--- src/rtl/imem_arbiter.sv ---
// imem_arbiter: shares a single-port instruction memory (1-cycle registered
// read) between the fetch stage (read-only) and the loader/debug port
// (read/write). Grant is combinational. The loader wins conflicts unless
// fetch has already been denied MAX_WAIT consecutive cycles. Responses are
// routed back to the port that issued the read one cycle earlier.
// Optional feature: define IMEM_ARB_STATS_EN to add a saturating
// conflict_cnt output that counts cycles in which both ports request.
module imem_arbiter #(
  parameter int N        = 32,
  parameter int MAX_WAIT = 4,
  parameter int CNT_W    = 16
) (
  input  logic             clk,
  input  logic             rst,
  input  logic             f_req,
  input  logic [N-1:0]     f_addr,
  output logic             f_gnt,
  output logic             f_rvalid,
  output logic [N-1:0]     f_rdata,
  input  logic             l_req,
  input  logic             l_wr,
  input  logic [N-1:0]     l_addr,
  input  logic [N-1:0]     l_wdata,
  output logic             l_gnt,
  output logic             l_rvalid,
  output logic [N-1:0]     l_rdata,
  output logic             mem_en,
  output logic             mem_wr,
  output logic [N-1:0]     mem_addr,
  output logic [N-1:0]     mem_wdata,
  input  logic [N-1:0]     mem_rdata
`ifdef IMEM_ARB_STATS_EN
  ,
  output logic [CNT_W-1:0] conflict_cnt
`endif
);

  localparam int WAIT_W = (MAX_WAIT < 1) ? 1 : $clog2(MAX_WAIT + 1);
  localparam logic [WAIT_W-1:0] WAIT_MAX = WAIT_W'(MAX_WAIT);

  logic [WAIT_W-1:0] wait_cnt_r;
  logic              rsp_f_r;
  logic              rsp_l_r;
  logic              f_gnt_s;
  logic              l_gnt_s;

  // Byte address to memory word address; the two low bits select a byte
  // within the word and are not used by the memory.
  function automatic logic [N-1:0] word_addr(input logic [N-1:0] byte_addr);
    return {2'b00, byte_addr[N-1:2]};
  endfunction

  // Byte-select bits are intentionally dropped by word_addr.
  logic unused_addr_bits;
  assign unused_addr_bits = ^{f_addr[1:0], l_addr[1:0]};

  // Grant selection: single requester wins; on conflict the loader wins
  // unless fetch has reached its starvation limit. Nothing granted in reset.
  always_comb begin
    f_gnt_s = 1'b0;
    l_gnt_s = 1'b0;
    if (rst) begin
      f_gnt_s = 1'b0;
      l_gnt_s = 1'b0;
    end else if (f_req && l_req) begin
      if (wait_cnt_r == WAIT_MAX) begin
        f_gnt_s = 1'b1;
      end else begin
        l_gnt_s = 1'b1;
      end
    end else if (f_req) begin
      f_gnt_s = 1'b1;
    end else if (l_req) begin
      l_gnt_s = 1'b1;
    end else begin
      f_gnt_s = 1'b0;
      l_gnt_s = 1'b0;
    end
  end

  // Memory request mux driven from whichever port holds the grant.
  always_comb begin
    mem_en    = f_gnt_s | l_gnt_s;
    mem_wr    = l_gnt_s & l_wr;
    mem_addr  = {N{1'b0}};
    mem_wdata = {N{1'b0}};
    if (f_gnt_s) begin
      mem_addr = word_addr(f_addr);
    end else if (l_gnt_s) begin
      mem_addr  = word_addr(l_addr);
      mem_wdata = l_wdata;
    end else begin
      mem_addr  = {N{1'b0}};
      mem_wdata = {N{1'b0}};
    end
  end

  // Fetch starvation counter and response-owner flags for next-cycle data.
  always_ff @(posedge clk) begin
    if (rst) begin
      wait_cnt_r <= {WAIT_W{1'b0}};
      rsp_f_r    <= 1'b0;
      rsp_l_r    <= 1'b0;
    end else begin
      rsp_f_r <= f_gnt_s;
      rsp_l_r <= l_gnt_s & ~l_wr;
      if (f_req && !f_gnt_s) begin
        if (wait_cnt_r == WAIT_MAX) begin
          wait_cnt_r <= wait_cnt_r;
        end else begin
          wait_cnt_r <= wait_cnt_r + {{(WAIT_W-1){1'b0}}, 1'b1};
        end
      end else begin
        wait_cnt_r <= {WAIT_W{1'b0}};
      end
    end
  end

  // Response routing; a response due in a reset cycle is suppressed.
  always_comb begin
    f_gnt    = f_gnt_s;
    l_gnt    = l_gnt_s;
    f_rvalid = rsp_f_r & ~rst;
    l_rvalid = rsp_l_r & ~rst;
    f_rdata  = {N{1'b0}};
    l_rdata  = {N{1'b0}};
    if (f_rvalid) begin
      f_rdata = mem_rdata;
    end else if (l_rvalid) begin
      l_rdata = mem_rdata;
    end else begin
      f_rdata = {N{1'b0}};
      l_rdata = {N{1'b0}};
    end
  end

`ifdef IMEM_ARB_STATS_EN
  logic [CNT_W-1:0] conflict_cnt_r;

  // Saturating count of cycles in which both ports request.
  always_ff @(posedge clk) begin
    if (rst) begin
      conflict_cnt_r <= {CNT_W{1'b0}};
    end else if (f_req && l_req && (conflict_cnt_r != {CNT_W{1'b1}})) begin
      conflict_cnt_r <= conflict_cnt_r + {{(CNT_W-1){1'b0}}, 1'b1};
    end else begin
      conflict_cnt_r <= conflict_cnt_r;
    end
  end

  assign conflict_cnt = conflict_cnt_r;
`else
  localparam int unused_cnt_w = CNT_W;
`endif

endmodule

--- config.mk ---
export PLATFORM = sky130hd
export DESIGN_NAME = imem_arbiter
export DESIGN_NICKNAME = d
export VERILOG_FILES = /design/src/rtl/imem_arbiter.sv
export SDC_FILE = /design/constraint.sdc
export NUM_CORES = 1
export LEC_CHECK = 0
export CORE_AREA = 2 2 105 107
export CTS_BUF_LIST = sky130_fd_sc_hd__clkbuf_8
export CTS_CLUSTER_DIAMETER = 100
export DETAILED_ROUTE_END_ITERATION = 8
export DIE_AREA = 0 0 107 109
export SYNTH_ARGS = -nofsm -noshare
export SYNTH_HDL_FRONTEND = slang
export SYNTH_SLANG_ARGS = --single-unit
--- constraint.sdc ---
create_clock -name clk -period 1.6 [get_ports clk]
set_input_delay 0.32 -clock clk [delete_from_list [all_inputs] [get_ports clk]]
set_output_delay 0.32 -clock clk [all_outputs]
set_load 0.01 [all_outputs]
# --- Word level (Yosys, flattened, before mapping) ---
# Index checks and enable logic that the tools add are counted.
classes:
  addsub: 1
  eq_ne: 1
  mux: 16
  bitwise_logic: 8
  n_reduce_logical: 4
ops:
  columns: ["op", "count"]
  rows:
  - ["32-bit 2-to-1 mux", 5]
  - ["30-bit 2-to-1 mux", 2]
  - ["1-bit 2-to-1 mux", 9]
  - ["1-bit AND", 4]
  - ["3-bit by 1-bit adder with 3-bit output (second input constant)", 1]
  - ["3-bit equality test (second input constant)", 1]
  - ["1-bit NOT", 3]
  - ["1-bit logical AND", 2]
  - ["2-bit OR reduction", 1]
  - ["1-bit logical NOT", 1]
  - ["1-bit bitwise OR", 1]
totals:
  regBits: 5
  out_inout_bits: 134
  wordCells: 33

# --- Depth between registers and ports, before layout ---
depth:
  word_depth: 8
  mapped_depth: 6
  mapped_depth_nobuf: 5

# --- Least setup slack after synthesis ---
# Ideal clock, no wire load.
synth_timing:
  path_kind: "reg2out"
  start: "register wait_cnt_r[0]"
  end: "output mem_wdata[0]"
  arrival_ps: 1374
  required_ps: 1280
  path_slack_ps: -94
  path_stages_with_launch: 7
  n_path_buf: 2
  cell_sequence: "dfxtp_1 -> inv_1 -> ha_1 -> a311oi_2 -> buf_4 -> buf_2 -> and2_1"
synth_between:
  elab_chain_len: 6
synth_rtl:
  columns: ["item", "line_no", "source"]
  rows:
  - ["start, declared", "41", "logic [WAIT_W-1:0] wait_cnt_r;"]
  - ["start signal, assigned", "101", "wait_cnt_r <= {WAIT_W{1'b0}};"]
  - ["start signal, assigned", "109", "wait_cnt_r <= wait_cnt_r;"]
  - ["start signal, assigned", "111", "wait_cnt_r <= wait_cnt_r + {{(WAIT_W-1){1'b0}}, 1'b1};"]
  - ["3-bit equality test (*)", "66", "if (wait_cnt_r == WAIT_MAX) begin"]
  - ["1-bit 2-to-1 mux", "66", null]
  - ["1-bit 2-to-1 mux", "65", "end else if (f_req && l_req) begin"]
  - ["1-bit 2-to-1 mux", "62", "if (rst) begin"]
  - ["32-bit 2-to-1 mux", "89", "end else if (l_gnt_s) begin"]
  - ["32-bit 2-to-1 mux (*)", "87", "if (f_gnt_s) begin"]
  - ["end, declared", "30", "output logic [N-1:0] mem_wdata,"]
# Every way passes the cells marked *; elsewhere a longest branch is shown, timed or not.

# --- Final worst setup path ---
layout_timing:
  start: "register wait_cnt_r[0]"
  end: "output mem_addr[9]"
layout_between:
  elab_chain_len: 6
layout_rtl:
  columns: ["item", "line_no", "source"]
  rows:
  - ["3-bit equality test (*)", "66", null]
  - ["1-bit 2-to-1 mux", "66", null]
  - ["1-bit 2-to-1 mux", "65", null]
  - ["1-bit 2-to-1 mux", "62", null]
  - ["30-bit 2-to-1 mux", "89", null]
  - ["30-bit 2-to-1 mux (*)", "87", null]
  - ["end, declared", "29", "output logic [N-1:0] mem_addr,"]
# Marks and branches as above.

==> run metrics <==
cell class contributing the biggest share of worst-path delay=buffers and inverters; sequential-to-total area share from yosys stat=8.20%; highest achievable clock rate=480 MHz; register cell area after layout=105 um2; sum of negative setup slack=-31.59 ns; share of the core filled with cells in the final layout=43.9%; total stage count of the critical path=9; kind of critical path=register to output pin; total of fill cells in the finished design=1074; multi-input logic area=1220 um2; ordered list of cells on the worst path=inv_2 -> ha_4 -> a311oi_4 -> buf_6 -> buf_6 -> buf_6 -> buf_12 -> a22o_1 -> buf_2; most common library cell in the layout ignoring fill and taps=sky130_fd_sc_hd__clkdlybuf4s50_1; antenna violations before repair=0; top fanout value on the critical path=7; kind of start point of the critical path=register; Yosys warnings=0; Clock Path Buffers=2; die height=109 um; Residual DRC=0; cell area after technology mapping=1220 um2; count of cells along the worst register-to-register path=9; drt via density=3.95; P_sw=363 uW; cell types occupying the most area after synthesis=sky130_fd_sc_hd__and2_1, sky130_fd_sc_hd__a22o_1, sky130_fd_sc_hd__dfxtp_1; combinational share of power=71.4%; setup repair after global routing missed its margin=true; H-tree depth=1; number of global-route vias before repair=2514; Crit-path slowest cell=sky130_fd_sc_hd__dfxtp_2; initial cell density of the core=11.5%; # rows=38; IO Pins=267; run status=finished with violations; crit share post-route=130%; time the worst path needs with I/O delays and setup=2.08 ns; flip-flop and latch count after synthesis=5; power density over cell area=273 nW/um2; final setup violation count=97; area fraction of the dominant cell type after synthesis=49.7%; GRT Util Overall=14.9%; average instance area after synthesis=6.98 um2; Hold WC Path Type=input pin to register; leftover overflow at the end of global routing=0; type of destination of the critical path=output pin; number of max-capacitance violations reported=0; average routed wire per standard cell=15.3 um; CTS tree=done; Gate Count Post-Synth=175; number of buffers created by CTS=3; Clk pwr share=18.3%; library cells used by synthesis=19; total count of max-transition violations in the final report=0; violation count after the first detailed-routing iteration=40; number of routed nets with antenna violations=0; leakage power=2.27 nW; WHS Path Cells=3; Post-CTS Hold Buffers=0; Hold Violations, Final=0; number of I/O port buffers=260; Placer Congestion=0.750; critical path buffer and inverter count=6; sequential cell fraction of total power=10.3%; worst vdd rail ir drop=253 uV; cell chosen for the clock root=sky130_fd_sc_hd__clkbuf_8; Setup Skew=0.00118 ns; number of clock sinks seen by CTS=5; cell repeated most along the worst path=sky130_fd_sc_hd__buf_6; crit-path max cell delay=0.32 ns; layout cells sized above 1=54.9%; Inserted Diodes=0; HPWL after DPL=6280 um; final critical-path setup slack=-0.484 ns; largest net degree at the start of global routing=18; clock slew at the register clock pins of the worst setup and hold paths=0.04 ns; CP arrival=1.76 ns; net count reported at finish=613; Synth area leader=sky130_fd_sc_hd__and2_1; switching fraction of total power=28.6%; placeable core region=10600 um2; Clk Latency, worst-skew pair=0.23 ns; global-route wire length before repair=13300 um; die area=11700 um2; horizontal die dimension=107 um; Layout Area Growth over Synthesis=282%; highest-count cells in the layout ignoring fill and taps=sky130_fd_sc_hd__clkdlybuf4s50_1, sky130_fd_sc_hd__buf_6, sky130_fd_sc_hd__buf_2; count of vias placed by the detailed router=2439; aggregate routed wire length=9460 um; required arrival time at the worst endpoint=1.28 ns; Internal Dissipation=908 uW; violations in the final reports=negative setup slack; first drt pass iteration count=3
## cell families (layout without fill, tap and decap cells)
| group | after synthesis | count (layout) | synth area share (%) |
|---|---|---|---|
| simple gates | 111 | 111 | 55.2 |
| compound gates | 33 | 33 | 24.3 |
| buf+inv | 22 | 323 | 9.12 |
| flops | 5 | 5 | 8.20 |
| fa+ha+maj | 2 | 2 | 2.05 |
| other cells | 1 | 2 | 0.307 |
| mux | 1 | 1 | 0.820 |
## cell usage after synthesis, drive strengths merged
cell and n:
nor2b 4, clkbuf 7, buf 11, and2 97
mux2i 1, conb 1, a311oi 1, and2b 1
a22o 30, nor2 6, ha 2, a21boi 2
nand2 2, inv 4, nand3 1, dfxtp 5
## through the flow
stage	hold slack (ns)	cell area (um2)	setup WS, ns	std cells	power [mW]
3_3_place_gp	0.489	4150	-0.975	572	0.930
5_1_grt	0.464	4660	-0.555	617	1.34
3_5_place_dp	0.493	4150	-0.990	572	0.935
2_1_floorplan	0.392	1320	0.00721	176	0.366
4_1_cts	0.424	4670	-0.582	620	1.30
6_report	0.443	4660	-0.484	617	1.27
## cell type report
class	count	area share, %
repair buffers	315	66.6
clock buffers	3	0.886
inverters	4	0.322
clock inverters	1	0.0806
well taps	140	3.76
multi-input cells	149	26.1
flip-flops and latches	5	2.26
## sequential cells by signal (all words and copies together), names as in the netlist
signal and cells:
rsp_f_r 1, wait_cnt_r 3, rsp_l_r 1
## path summary, 6_finish.rpt
check / startpoint / to / slack [ns]
min reg2reg: wait_cnt_r[0] / wait_cnt_r[0] / 0.50
max reg2reg: wait_cnt_r[0] / rsp_l_r / 0.04
max: wait_cnt_r[0] / mem_addr[9] / -0.48
min: rst / rsp_f_r / 0.44
## metal layers
| layer | routed length (um) | GRT usage (%) | up-vias | share of wire (%) |
|---|---|---|---|---|
| li1 | - | - | 1182 | - |
| met1 | 3270 | 14.8 | 1101 | 35 |
| met2 | 5260 | 30.9 | 147 | 56 |
| met3 | 812 | 3.77 | 9 | 8.6 |
| met4 | 115 | 3.25 | 0 | 1.2 |
| met5 | 0 | 0 | - | 0 |
## worst register-to-register path, stage by stage (launching register included)
cell                       delay, ns
sky130_fd_sc_hd__dfxtp_2        0.32
sky130_fd_sc_hd__inv_2          0.04
sky130_fd_sc_hd__ha_4           0.16
sky130_fd_sc_hd__a311oi_4       0.25
sky130_fd_sc_hd__buf_6          0.15
sky130_fd_sc_hd__buf_12         0.10
sky130_fd_sc_hd__buf_6          0.13
sky130_fd_sc_hd__buf_8          0.13
sky130_fd_sc_hd__buf_4          0.10
sky130_fd_sc_hd__nor2b_1        0.11
## power groups by stage
stage | Sequential (mW) | Clock (mW) | Combinational [mW]
2_1_floorplan | 0.132 | 0 | 0.234
3_3_place_gp | 0.132 | 0 | 0.798
3_5_place_dp | 0.132 | 0 | 0.803
4_1_cts | 0.131 | 0.237 | 0.932
5_1_grt | 0.131 | 0.245 | 0.960
6_report | 0.131 | 0.232 | 0.908
## repair_timing
item                       CTS  global route
pin swaps                   50            15
setup endpoints to repair  132           120
gates cloned                12             0
gates resized for setup    633            34
setup buffers               33             4
Note: power is estimated with default switching activity, not from simulation.
